File: src/rtl/key_irq_ctrl.sv
// Debounced 8-key front end: press events latch into W1C pending bits and raise a maskable IRQ.
// Latency: pin change to stable/pending is 2 sync cycles + DEBOUNCE_CYCLES; RD and IRQ are combinational from registers.
// Backpressure: none; register writes complete in one cycle and reads are always valid.
module key_irq_ctrl #(
  parameter int DEBOUNCE_CYCLES = 20000,
  parameter int CNT_W           = 16
) (
  input  logic        Clock,
  input  logic        Reset,
  input  logic [7:0]  Key,
  input  logic        Addr,
  input  logic        WE,
  input  logic [31:0] WD,
  output logic [31:0] RD,
  output logic        IRQ
);

  localparam logic [CNT_W-1:0] CNT_LAST = CNT_W'(DEBOUNCE_CYCLES - 1);

  logic [7:0]       sync1;
  logic [7:0]       sync2;
  logic [7:0]       stable;
  logic [7:0]       pending;
  logic [7:0]       mask;
  logic [CNT_W-1:0] cnt [8];

  logic [7:0]       stable_nxt;
  logic [7:0]       rise;
  logic [CNT_W-1:0] cnt_nxt [8];
  logic [7:0]       clr;
  logic [7:0]       pending_nxt;
  logic             wr_ctrl;
  logic             unused_wd;

  assign unused_wd = ^WD[31:16];

  // The counter only advances while the synchronised key disagrees with stable,
  // so any disagreement shorter than DEBOUNCE_CYCLES cycles is discarded.
  always_comb begin
    for (int i = 0; i < 8; i++) begin
      stable_nxt[i] = stable[i];
      cnt_nxt[i]    = '0;
      rise[i]       = 1'b0;
      if (sync2[i] != stable[i]) begin
        if (cnt[i] == CNT_LAST) begin
          stable_nxt[i] = sync2[i];
          rise[i]       = sync2[i];
        end else begin
          cnt_nxt[i] = cnt[i] + 1'b1;
        end
      end
    end
  end

  assign wr_ctrl = WE & Addr;
  assign clr     = wr_ctrl ? WD[7:0] : 8'h00;
  // A press completing on the same edge as its W1C wins.
  assign pending_nxt = (pending & ~clr) | rise;

  always_ff @(posedge Clock) begin
    if (Reset) begin
      sync1   <= '0;
      sync2   <= '0;
      stable  <= '0;
      pending <= '0;
      mask    <= '0;
      for (int i = 0; i < 8; i++) begin
        cnt[i] <= '0;
      end
    end else begin
      sync1   <= ~Key;
      sync2   <= sync1;
      stable  <= stable_nxt;
      pending <= pending_nxt;
      if (wr_ctrl) begin
        mask <= WD[15:8];
      end
      for (int i = 0; i < 8; i++) begin
        cnt[i] <= cnt_nxt[i];
      end
    end
  end

  assign RD  = Addr ? {16'h0000, mask, pending} : {24'h000000, stable};
  assign IRQ = |(pending & mask);

endmodule

File: config.mk
export PLATFORM = sky130hd
export DESIGN_NAME = key_irq_ctrl
export DESIGN_NICKNAME = d
export VERILOG_FILES = /design/src/rtl/key_irq_ctrl.sv
export SDC_FILE = /design/constraint.sdc
export NUM_CORES = 1
export LEC_CHECK = 0
export CELL_PAD_IN_SITES_DETAIL_PLACEMENT = 0
export CELL_PAD_IN_SITES_GLOBAL_PLACEMENT = 1
export CORE_MARGIN = 1.5
export CORE_UTILIZATION = 37
export CTS_CLUSTER_DIAMETER = 50
export DETAILED_ROUTE_END_ITERATION = 12
export GPL_ROUTABILITY_DRIVEN = 0
export PLACE_DENSITY = 0.66
export SLEW_MARGIN = 15
export SYNTH_ARGS = -nofsm -noshare
export SYNTH_HDL_FRONTEND = slang
export SYNTH_SLANG_ARGS = --single-unit
File: constraint.sdc
create_clock -name Clock -period 3.5 [get_ports Clock]
set_input_delay 0.7 -clock Clock [delete_from_list [all_inputs] [get_ports Clock]]
set_output_delay 0.7 -clock Clock [all_outputs]
set_load 0.05 [all_outputs]
Word level (Yosys, flattened, before mapping) --
Memory sizes are Yosys's and may differ from the RTL's. Cells that the tools add are included. W data, S select, Z words.
Word-level totals: register bits 40, bits in writable memories 128, bits of input ports 44, logic and storage cells 105, memories kept 1
Operators by class: add/subtract/negate cells 8, equality and inequality tests 16, muxes and demuxes 45, bitwise logic cells 14, reductions and logical operators 9
Memory list:
- cnt | depth 8, width 16, read ports 8, clocked after memory_dff 0, wr ports 8, RTL line 25 | logic [CNT_W-1:0] cnt [8];
Operator list (number):
- $mux W16 | 25
- $add A16 B1 Y16 const B | 8
- $eq A16 B15 Y1 const B | 8
- $mux W1 | 19
- $and A8 B8 Y8 | 2
- $not A8 Y8 | 2
- $reduce_and A2 Y1 | 8
- $mux W8 | 1
- $ne A1 B1 Y1 | 8
- $or A1 B1 Y1 | 8
- $or A8 B8 Y8 | 1
- $reduce_or A8 Y1 | 1
- $and A1 B1 Y1 | 1

Longest topological paths before layout --
Gate-level depths: netlist (run 1).
word-level depth 5, gate-level depth with buffers 7, depth with buffers taken out 5

Worst setup path after synthesis (run 1) --
No wires, ideal clock.
kind input to output, start in Addr, end out RD[0], arrival time 2.184 ns, data required time 2.800 ns, path slack 0.616 ns, cell stages on the path 3, path buffers 2, cell sequence clkbuf_1 clkbuf_1 o21ai_0
On the way: longest elaborated chain between the ends 1
RTL lines:
- start: declaration | RTL line 11 | input logic Addr,
- $mux W16 | RTL line 84 | assign RD = Addr ? {16'h0000, mask, pending} : {24'h000000, stable};
- end: declaration | RTL line 14 | output logic [31:0] RD,
Every way passes these cells.

Final worst setup path (run 1) --
start reg mask[3], end out IRQ
On the way: longest elaborated chain between the ends 2
RTL lines:
- start: declaration | RTL line 24 | logic [7:0] mask;
- start signal: assignment | RTL line 76 | mask <= WD[15:8];
- $and A8 B8 Y8 | RTL line 85 | assign IRQ = |(pending & mask);
- $reduce_or A8 Y1 | RTL line 85
- end: declaration | RTL line 15 | output logic IRQ
Every way passes these cells.

==> results.ini, run 1 <==
[clock_tree]
clock_path_buffers=2
post_cts_buffers=0
cts_buffers=17
worst_skew_pair.late_latency_ns=0.42
holdBufCountCts=0
cts.repair.resized=0
h-tree-depth=4
cts_sinks=168
clkTransAtPathRegs_ns=0.06
cts-root-buf=clkbuf_16
cts_tree=done

[global_routing]
antenna_found_initial=0
grt_max_degree=26
grt_pass1_vias=5399
grt_pass1_wl_um=26200
overflow=0
grtUsageTotal_pct=16.1

[detailed_routing]
vias=5622
ant_nets=0
wl_um=15500
drc=0
drtPass1Iterations=5
via_per_inst=4.90
wire_per_inst_um=13.5
drtIter0Drc=135

[yosys]
synth_area_mm2=0.00733
synth_area_leader_cell=dfxtp_1
ys_seq_elements=168
postSynth.asyncResetShare_pct=0
synthXorXnorAreaFrac_pct=13.4
synth_area_leaders=dfxtp_1, nor2_1, xnor2_1
synth_compound_area_share_pct=3.18
yosysUniqueCellTypes=43
synth_edf_count=0
avgSynthCellArea_um2=8.85
synth_top_family_by_area=simple AND/OR/NAND/NOR gates
ys.flop_type=dfxtp_1
synth_top_cell_area_share_pct=45.9
synth_adder_area_share_pct=1.37
yosysSeqAreaShare_pct=45.9
yosys_warnings=0
syn_inst=828
synth_mux_area_share_pct=2.01
synth_simple_gate_area_share_pct=30.2

[worst_setup_path]
worstPathRequired_ns=2.80
cp-start-kind=flip-flop
r2r_end=cnt[1][8]$_SDFF_PP0_
critical_path_peak_fanout=3
r2r-start=cnt[1][0]$_SDFF_PP0_
reg2reg_depth=5
r2r_slack_ns=1.07
crit_path_end_kind=output pin
crit_type=flip-flop to output pin
crit_arrival_ns=2.04

[sta]
finalSetupViolCount=0
fin_crit_sh_pct=78.4
clock_skew_ns=0.00995
rsz0062_at_grt=no
max_freq_mhz=365
hold_slack_ns=0.433
layout_setup_ws_ns=0.757
timing.final.hold_violations=0
relSlewSlack_pct=59.9
drv_slew=0
final.min_clock_period_ns=2.74
worstMarginPinSlew_ns=0.596
setup_tns_ns=0

[die]
die_w_um=144
core_area_mm2=0.0195
initial_core_util_pct=37.7
dieHeight_um=144
io-pin-count=77
die_area_mm2=0.0207
rows=51

[place]
place_ws_ns=0.757
portBuffers=44
dp_cells=1117
placed_area_mm2=0.00806
dp_hpwl_um=11100

[finish]
layout_commonest_cell=dfxtp_1
final_cell_mix=dfxtp_1, nor2_1, nand2_1, xnor2_1, xor2_1
drive_gt1_share_pct=7.70
syn_to_final_growth_pct=18.7
nets=923
final_cell_area_mm2=0.00870
diodes=0
instances_no_fill=1148

[run]
drv_cap=0

[power]
leakagePower_uw=0.00288
peakVddDrop_uv=312
power_density_mw_per_mm2=478

[worst_hold_path]
hold_depth=1
hp-start=sync1[7]$_SDFF_PP0_
hp-class=flip-flop to flip-flop
holdPathEnd=sync2[7]$_SDFF_PP0_

[status]
outcome=completed

[state kept, by name (all words and copies together), names as in the netlist]
register,cells
mask,8
sync2,8
stable,8
cnt,128
sync1,8
pending,8
[synth_stat cells, types with 5 or more instances]
| master | n |
|---|---|
| mux2_2 | 6 |
| ha_1 | 8 |
| buf_4 | 17 |
| nor3_1 | 15 |
| dfxtp_1 | 168 |
| and3_1 | 9 |
| or4_1 | 10 |
| xnor2_1 | 56 |
| nand4_1 | 44 |
| or3_1 | 5 |
| o31ai_1 | 5 |
| inv_1 | 17 |
| buf_2 | 5 |
| xor2_1 | 56 |
| a21oi_1 | 20 |
| and2_1 | 13 |
| nand2b_1 | 10 |
| clkbuf_1 | 19 |
| nand3_1 | 48 |
| mux2i_1 | 8 |
| nor2_1 | 144 |
| nand2_1 | 60 |
| nor4_1 | 24 |
| nor2b_1 | 8 |
| and4_1 | 12 |
[per-stage QoR]
stage                     power [µW]  utilization [%]
after floorplan                 2080                -
after global placement          2130             41.4
after detailed placement        2140             41.4
after CTS                       4230             44.7
after global routing            4320             44.7
final                           4160             44.7
[power breakdown]
group	internal (µW)	switching (µW)
Combinational	54.9	96.6
Clock	1330	737
Sequential	1930	11.6
Total	3320	846
[worst max-delay path, cell delays in order, from the launching register on]
cell and delay, ns:
dfxtp_1 0.35, a22oi_1 0.38, nand4_1 0.16, clkdlybuf4s50_1 0.73
[worst max-delay path by stage]
stage / slack (ns) / from / to / cells after the start
3_5_place_dp: 0.76 / Addr / RD[1] / 4
4_1_cts: 0.66 / mask[3]$_SDFFE_PP0N_ / IRQ / 3
5_1_grt: 0.62 / mask[3]$_SDFFE_PP0N_ / IRQ / 3
2_1_floorplan: 0.62 / Addr / RD[0] / 3
3_3_place_gp: 0.76 / Addr / RD[7] / 4
6_report: 0.76 / mask[3]$_SDFFE_PP0N_ / IRQ / 3
[kinds of logic after synthesis]
logic type                 count (synthesis)
adders and majority gates                  8
other                                      1
and+or+nand+nor                          429
muxes                                     14
buffers and inverters                     58
DFF                                      168
AOI/OAI and AO/OA                         38
xor gates and xnor gates                 112
[layout make-up]
cell class	instances	area, µm²
sequential	168	3360
fill	1888	10800
clock inverter	9	198
clock buffer	22	444
inverter	17	63.8
multi-input combinational	617	3730
timing repair buffer	50	566
tap	265	332
[per-layer routing]
layer  vias to the layer above  share of wire, %  wire [µm]  GRT usage (%)
met1                      2630                50       7690           21.3
met3                        10               3.8        594           4.43
met2                        76                46       7090           25.5
li1                       2906                 -          -              -
met5                         -                 0          0              0
met4                         0              0.91        142           4.78
Note: power is estimated with default switching activity, not from simulation.
==> inputs of run 2 (changes only) <==
- clock period: 3.5 -> 2.6 ns (I/O delays scaled with it)
==> run 2 against run 1 <==
- wire length fell by 1.4%
- combinational power rose by 38%
- core utilization fell by 0.12 points
- via count barely moved
- sequential power rose by 35%
- critical path depth did not move
- cell area fell by 0.27%
- sequential share of layout area rose by 0.11 points
- clock-buffer cell count fell by 3
- largest power group is now sequential cells
==> results.ini, run 2 (same netlist as run 1, synthesis figures left out) <==
[clock_tree]
cts_tree=done
cts_sinks=168  ; unchanged
holdBufCountCts=0  ; unchanged
h-tree-depth=4  ; unchanged
cts_buffers=17  ; unchanged
clkTransAtPathRegs_ns=0.07  ; about the same
cts-root-buf=clkbuf_16
clock_path_buffers=2  ; unchanged
worst_skew_pair.late_latency_ns=0.43  ; about the same

[finish]
num-fill-cells=1901  ; +0.69%
final_cell_mix=dfxtp_1, nor2_1, nand2_1, xnor2_1, xor2_1
drive_gt1_share_pct=8.47  ; +0.77 points
largest_reg_flops=128  ; unchanged
diodes=0  ; unchanged
top_register=cnt
layout_commonest_cell=dfxtp_1
syn_to_final_growth_pct=18.4
nets=924  ; +0.11%

[sta]
max_freq_mhz=434
relSlewSlack_pct=54.3  ; -5.6 points
timing.final.hold_violations=0  ; unchanged
finalSetupViolCount=0  ; unchanged
worstMarginPinSlew_ns=0.679  ; +0.0835 ns
rsz0062_at_grt=no
setup_tns_ns=0  ; unchanged
drv_slew=0  ; unchanged
clock_skew_ns=0.00863  ; -0.00133 ns
final.min_clock_period_ns=2.30
fin_crit_sh_pct=88.6

[die]
dieHeight_um=144  ; unchanged
io-pin-count=77  ; unchanged
rows=51  ; unchanged
die_w_um=144  ; unchanged
die_area_mm2=0.0207  ; unchanged
initial_core_util_pct=37.7  ; unchanged
core_area_mm2=0.0195  ; unchanged

[power]
power_density_mw_per_mm2=612  ; +28%
peakVddDrop_uv=434  ; +39%
p_total_uw=5310  ; +28%
leakagePower_uw=0.00287  ; about the same

[detailed_routing]
vias=5623  ; +0.018%
drtPass1Iterations=4  ; -1
drc=0  ; unchanged
wl_um=15300  ; -1.4%
drtIter0Drc=194  ; +44%
wire_per_inst_um=13.3  ; -1.6%
ant_nets=0  ; unchanged
via_per_inst=4.89  ; -0.16%

[worst_setup_path]
crit_type=flip-flop to output pin
crit_arrival_ns=1.78  ; -0.26 ns
cp-start-kind=flip-flop
critical_path_peak_fanout=3  ; unchanged
reg2reg_depth=5  ; unchanged
worstPathRequired_ns=2.08  ; -0.72 ns
crit_path_end_kind=output pin

[global_routing]
grt_pass1_wl_um=25900  ; -1.1%
antenna_found_initial=0  ; unchanged
overflow=0  ; unchanged
grt_pass1_vias=5450  ; +0.94%
grt_max_degree=21  ; -19%
grtUsageTotal_pct=15.8  ; -0.26 points

[place]
dp_hpwl_um=11000  ; -1.2%
portBuffers=44  ; unchanged

[worst_hold_path]
hold_depth=1  ; unchanged
hp-class=flip-flop to flip-flop

[run]
drv_cap=0  ; unchanged

[status]
outcome=completed

==> run 2: path summary, 6_finish.rpt <==
kind | slack, ns | startpoint | to
worst min-delay path | 0.44 | sync1[5]$_SDFF_PP0_ | sync2[5]$_SDFF_PP0_
worst min register to register | 0.44 | sync1[5]$_SDFF_PP0_ | sync2[5]$_SDFF_PP0_
worst max-delay path | 0.30 | pending[3]$_SDFF_PP0_ | IRQ
worst max register to register | 0.38 | cnt[1][0]$_SDFF_PP0_ | cnt[1][5]$_SDFF_PP0_
==> run 2: layout make-up <==
class	count	area (µm²)	area share [%]
clock inverter	13	134	1.54
clock buffer	19	453	5.22
inverter	17	63.8	0.735
tap	265	332	3.82
sequential	168	3360	38.8
timing repair buffer	51	597	6.88
multi-input combinational	617	3730	43.0
==> run 2: what timing repair did <==
| action | CTS | global route |
|---|---|---|
| buffers inserted | 0 | 0 |
| gates resized for setup | 1 | 0 |
| endpoints found under the setup margin | 1 | 0 |
==> run 2: critical path, stage by stage (launching register included) <==
cell	delay [ns]
dfxtp_1	0.33
a22oi_1	0.41
nand4_1	0.16
dlygate4sd2_1	0.46
==> run 2: metrics by stage <==
stage	cells	cell area [µm²]	utilization [%]	setup slack (ns)	hold WS, ns
2_1_floorplan	843	7390	-	0.0763	0.413
3_3_place_gp	1118	8090	41.6	0.303	0.418
3_5_place_dp	1118	8090	41.6	0.302	0.429
4_1_cts	1150	8680	44.6	0.261	0.441
5_1_grt	1150	8680	44.6	0.199	0.458
6_report	1150	8680	44.6	0.297	0.435
==> run 2: power by group <==
group | switching (µW) | internal, µW | total [µW] | leakage [µW]
registers | 14.1 | 2590 | 2610 | 0.00136
logic | 131 | 77.8 | 209 | 0.00123
clock network | 1100 | 1400 | 2500 | 0.000286
total | 1240 | 4070 | 5310 | 0.00287
==> run 2: layer usage <==
metal  GRT usage [%]  vias up  wire [µm]  share of wire (%)
li1                -     2914          -                  -
met1            20.7     2626       7550                 49
met2            25.8       71       7080                 46
met3            4.13       12        485                3.2
met4            4.40        0        183                1.2
met5               0        -          0                  0
==> inputs of run 3 (changes only) <==
- DONT_BUFFER_PORTS: not set -> 1
- PLACE_DENSITY: 0.66 -> 0.59
==> run 3 against run 2 <==
- sequential share of layout area up 2.7 points
- wire length down 1.8%
- final cell count down 4.0%
- worst hold slack worse by 0.27 ns
- critical path type is now flip-flop to flip-flop
- critical endpoint is now cnt[1][8]$_SDFF_PP0_
- global-route usage down 0.16 points
==> results.ini, run 3 (same netlist as run 1, synthesis figures left out) <==
[status]
outcome=completed

[sta]
setup_tns_ns=0  ; unchanged
clock_skew_ns=0.00990  ; +0.00127 ns
relSlewSlack_pct=63.1  ; +8.8 points
rsz0062_at_grt=no
timing.final.hold_violations=0  ; unchanged
fin_crit_sh_pct=84.8  ; -3.8 points
worstMarginPinSlew_ns=0.553  ; -0.126 ns
max_freq_mhz=453  ; +4.4%
hold_slack_ns=0.160  ; -0.275 ns
final.min_clock_period_ns=2.21  ; -0.0975 ns
drv_slew=0  ; unchanged
finalSetupViolCount=0  ; unchanged

[worst_setup_path]
reg2reg_depth=5  ; unchanged
critPathMaxStageDelay_ns=0.61  ; +0.15 ns
slowest_stage=or4b_2
critical_path_peak_fanout=14  ; +11
r2r_end=cnt[1][8]$_SDFF_PP0_
crit_arrival_ns=2.50  ; +0.72 ns
cp-start-kind=flip-flop
crit_path_end_kind=flip-flop
r2r_slack_ns=0.39  ; about the same
crit_type=flip-flop to flip-flop
path_cells=ha_1 -> or4b_2 -> nor4_2 -> or2_2 -> nor2_1
worstPathRequired_ns=2.90  ; +0.82 ns
r2r-start=cnt[1][0]$_SDFF_PP0_

[global_routing]
overflow=0  ; unchanged
grt_max_degree=49  ; +130%
grt_pass1_wl_um=25200  ; -2.6%
antenna_found_initial=0  ; unchanged
grt_pass1_vias=5205  ; -4.5%
grtUsageTotal_pct=15.7  ; -0.16 points

[finish]
regArea_mm2=0.00336  ; unchanged
nets=880  ; -4.8%
diodes=0  ; unchanged
syn_to_final_growth_pct=10.6
largest_reg_flops=128  ; unchanged
final_cell_area_mm2=0.00811  ; -6.5%
top_register=cnt
final_cell_mix=dfxtp_1, nor2_1, nand2_1, xnor2_1, xor2_1
num-fill-cells=1966  ; +3.4%
drive_gt1_share_pct=6.32  ; -2.2 points
layout_commonest_cell=dfxtp_1
multi_input_area_mm2=0.00373  ; unchanged

[clock_tree]
cts-root-buf=clkbuf_16
cts_tree=done
cts.repair.resized=0  ; -1
holdBufCountCts=0  ; unchanged
cts_sinks=168  ; unchanged
cts_buffers=17  ; unchanged
worst_skew_pair.late_latency_ns=0.42  ; about the same
post_cts_buffers=0  ; unchanged
clkTransAtPathRegs_ns=0.06  ; about the same
h-tree-depth=4  ; unchanged
clock_path_buffers=2  ; unchanged

[power]
peakVddDrop_uv=440  ; +1.4%
leakagePower_uw=0.00262  ; -8.7%
power_density_mw_per_mm2=638  ; +4.2%

[die]
core_area_mm2=0.0195  ; unchanged
dieHeight_um=144  ; unchanged
io-pin-count=77  ; unchanged
rows=51  ; unchanged
initial_core_util_pct=37.7  ; unchanged
die_w_um=144  ; unchanged
die_area_mm2=0.0207  ; unchanged

[place]
placed_area_mm2=0.00755  ; -6.7%
dp_hpwl_um=10700  ; -2.8%
portBuffers=0  ; -100%

[detailed_routing]
drtPass1Iterations=4  ; unchanged
wire_per_inst_um=13.6  ; +2.3%
wl_um=15000  ; -1.8%
drtIter0Drc=215  ; +11%
via_per_inst=4.90  ; +0.20%
ant_nets=0  ; unchanged
drc=0  ; unchanged
vias=5409  ; -3.8%

[worst_hold_path]
hp-start=Key[0]
hold_depth=1  ; unchanged
holdPathEnd=sync1[0]$_SDFF_PP0_
hp-class=input pin to flip-flop

[run]
drv_cap=0  ; unchanged

run 3: cell types whose count changed in the layout (fill, tap and decap cells not counted), moves of 2 or more:
cell,delta
buf_12,-12
buf_4,-4
clkbuf_1,+3
clkdlybuf4s50_1,-26
clkinv_2,+3
clkinv_4,-3
inv_6,-7
o21ai_0,-2
o21ai_1,+2
run 3: how the worst max path moves through the flow:
stage                          from                   end  slack (ns)  cells past startpoint
2_1_floorplan                  Addr                 RD[0]        0.08                      3
3_3_place_gp   cnt[1][0]$_SDFF_PP0_  cnt[1][6]$_SDFF_PP0_        0.45                      5
3_5_place_dp   cnt[1][0]$_SDFF_PP0_  cnt[1][8]$_SDFF_PP0_        0.39                      5
4_1_cts        cnt[1][0]$_SDFF_PP0_  cnt[1][8]$_SDFF_PP0_        0.36                      5
5_1_grt        cnt[1][0]$_SDFF_PP0_  cnt[1][8]$_SDFF_PP0_        0.26                      5
6_report       cnt[1][0]$_SDFF_PP0_  cnt[1][8]$_SDFF_PP0_        0.39                      5
run 3: cell type report:
| cell class | count | share of cell area [%] |
|---|---|---|
| sequential | 168 | 41.5 |
| clock inverter | 8 | 1.22 |
| timing repair buffer | 7 | 0.648 |
| tap | 265 | 4.09 |
| inverter | 17 | 0.787 |
| multi-input combinational | 617 | 46.1 |
| clock buffer | 22 | 5.72 |
run 3: per-layer routing:
metal	up-vias	share of wire, %	track usage (%)
li1	2812	-	-
met1	2521	50	20.2
met2	67	45	25.0
met3	9	3.6	4.90
met4	0	1.2	4.89
met5	-	0	0
run 3: stage by stage:
stage | instances | utilization, % | total power, µW | setup WS, ns
2_1_floorplan | 843 | - | 2800 | 0.0763
3_3_place_gp | 1074 | 38.8 | 2790 | 0.446
3_5_place_dp | 1074 | 38.8 | 2790 | 0.390
4_1_cts | 1104 | 41.7 | 5250 | 0.363
5_1_grt | 1104 | 41.7 | 5380 | 0.262
6_report | 1104 | 41.7 | 5170 | 0.395
run 3: report_power, final:
| part | internal, µW | switching, µW |
|---|---|---|
| logic | 22.5 | 99.9 |
| clock network | 1450 | 988 |
| registers | 2590 | 14.6 |
run 3: critical path: cells and delay by family, from the launching register on:
family,cells,cell delay (ns)
flops,1,0.45
simple gates,4,1.42
fa+ha+maj,1,0.21
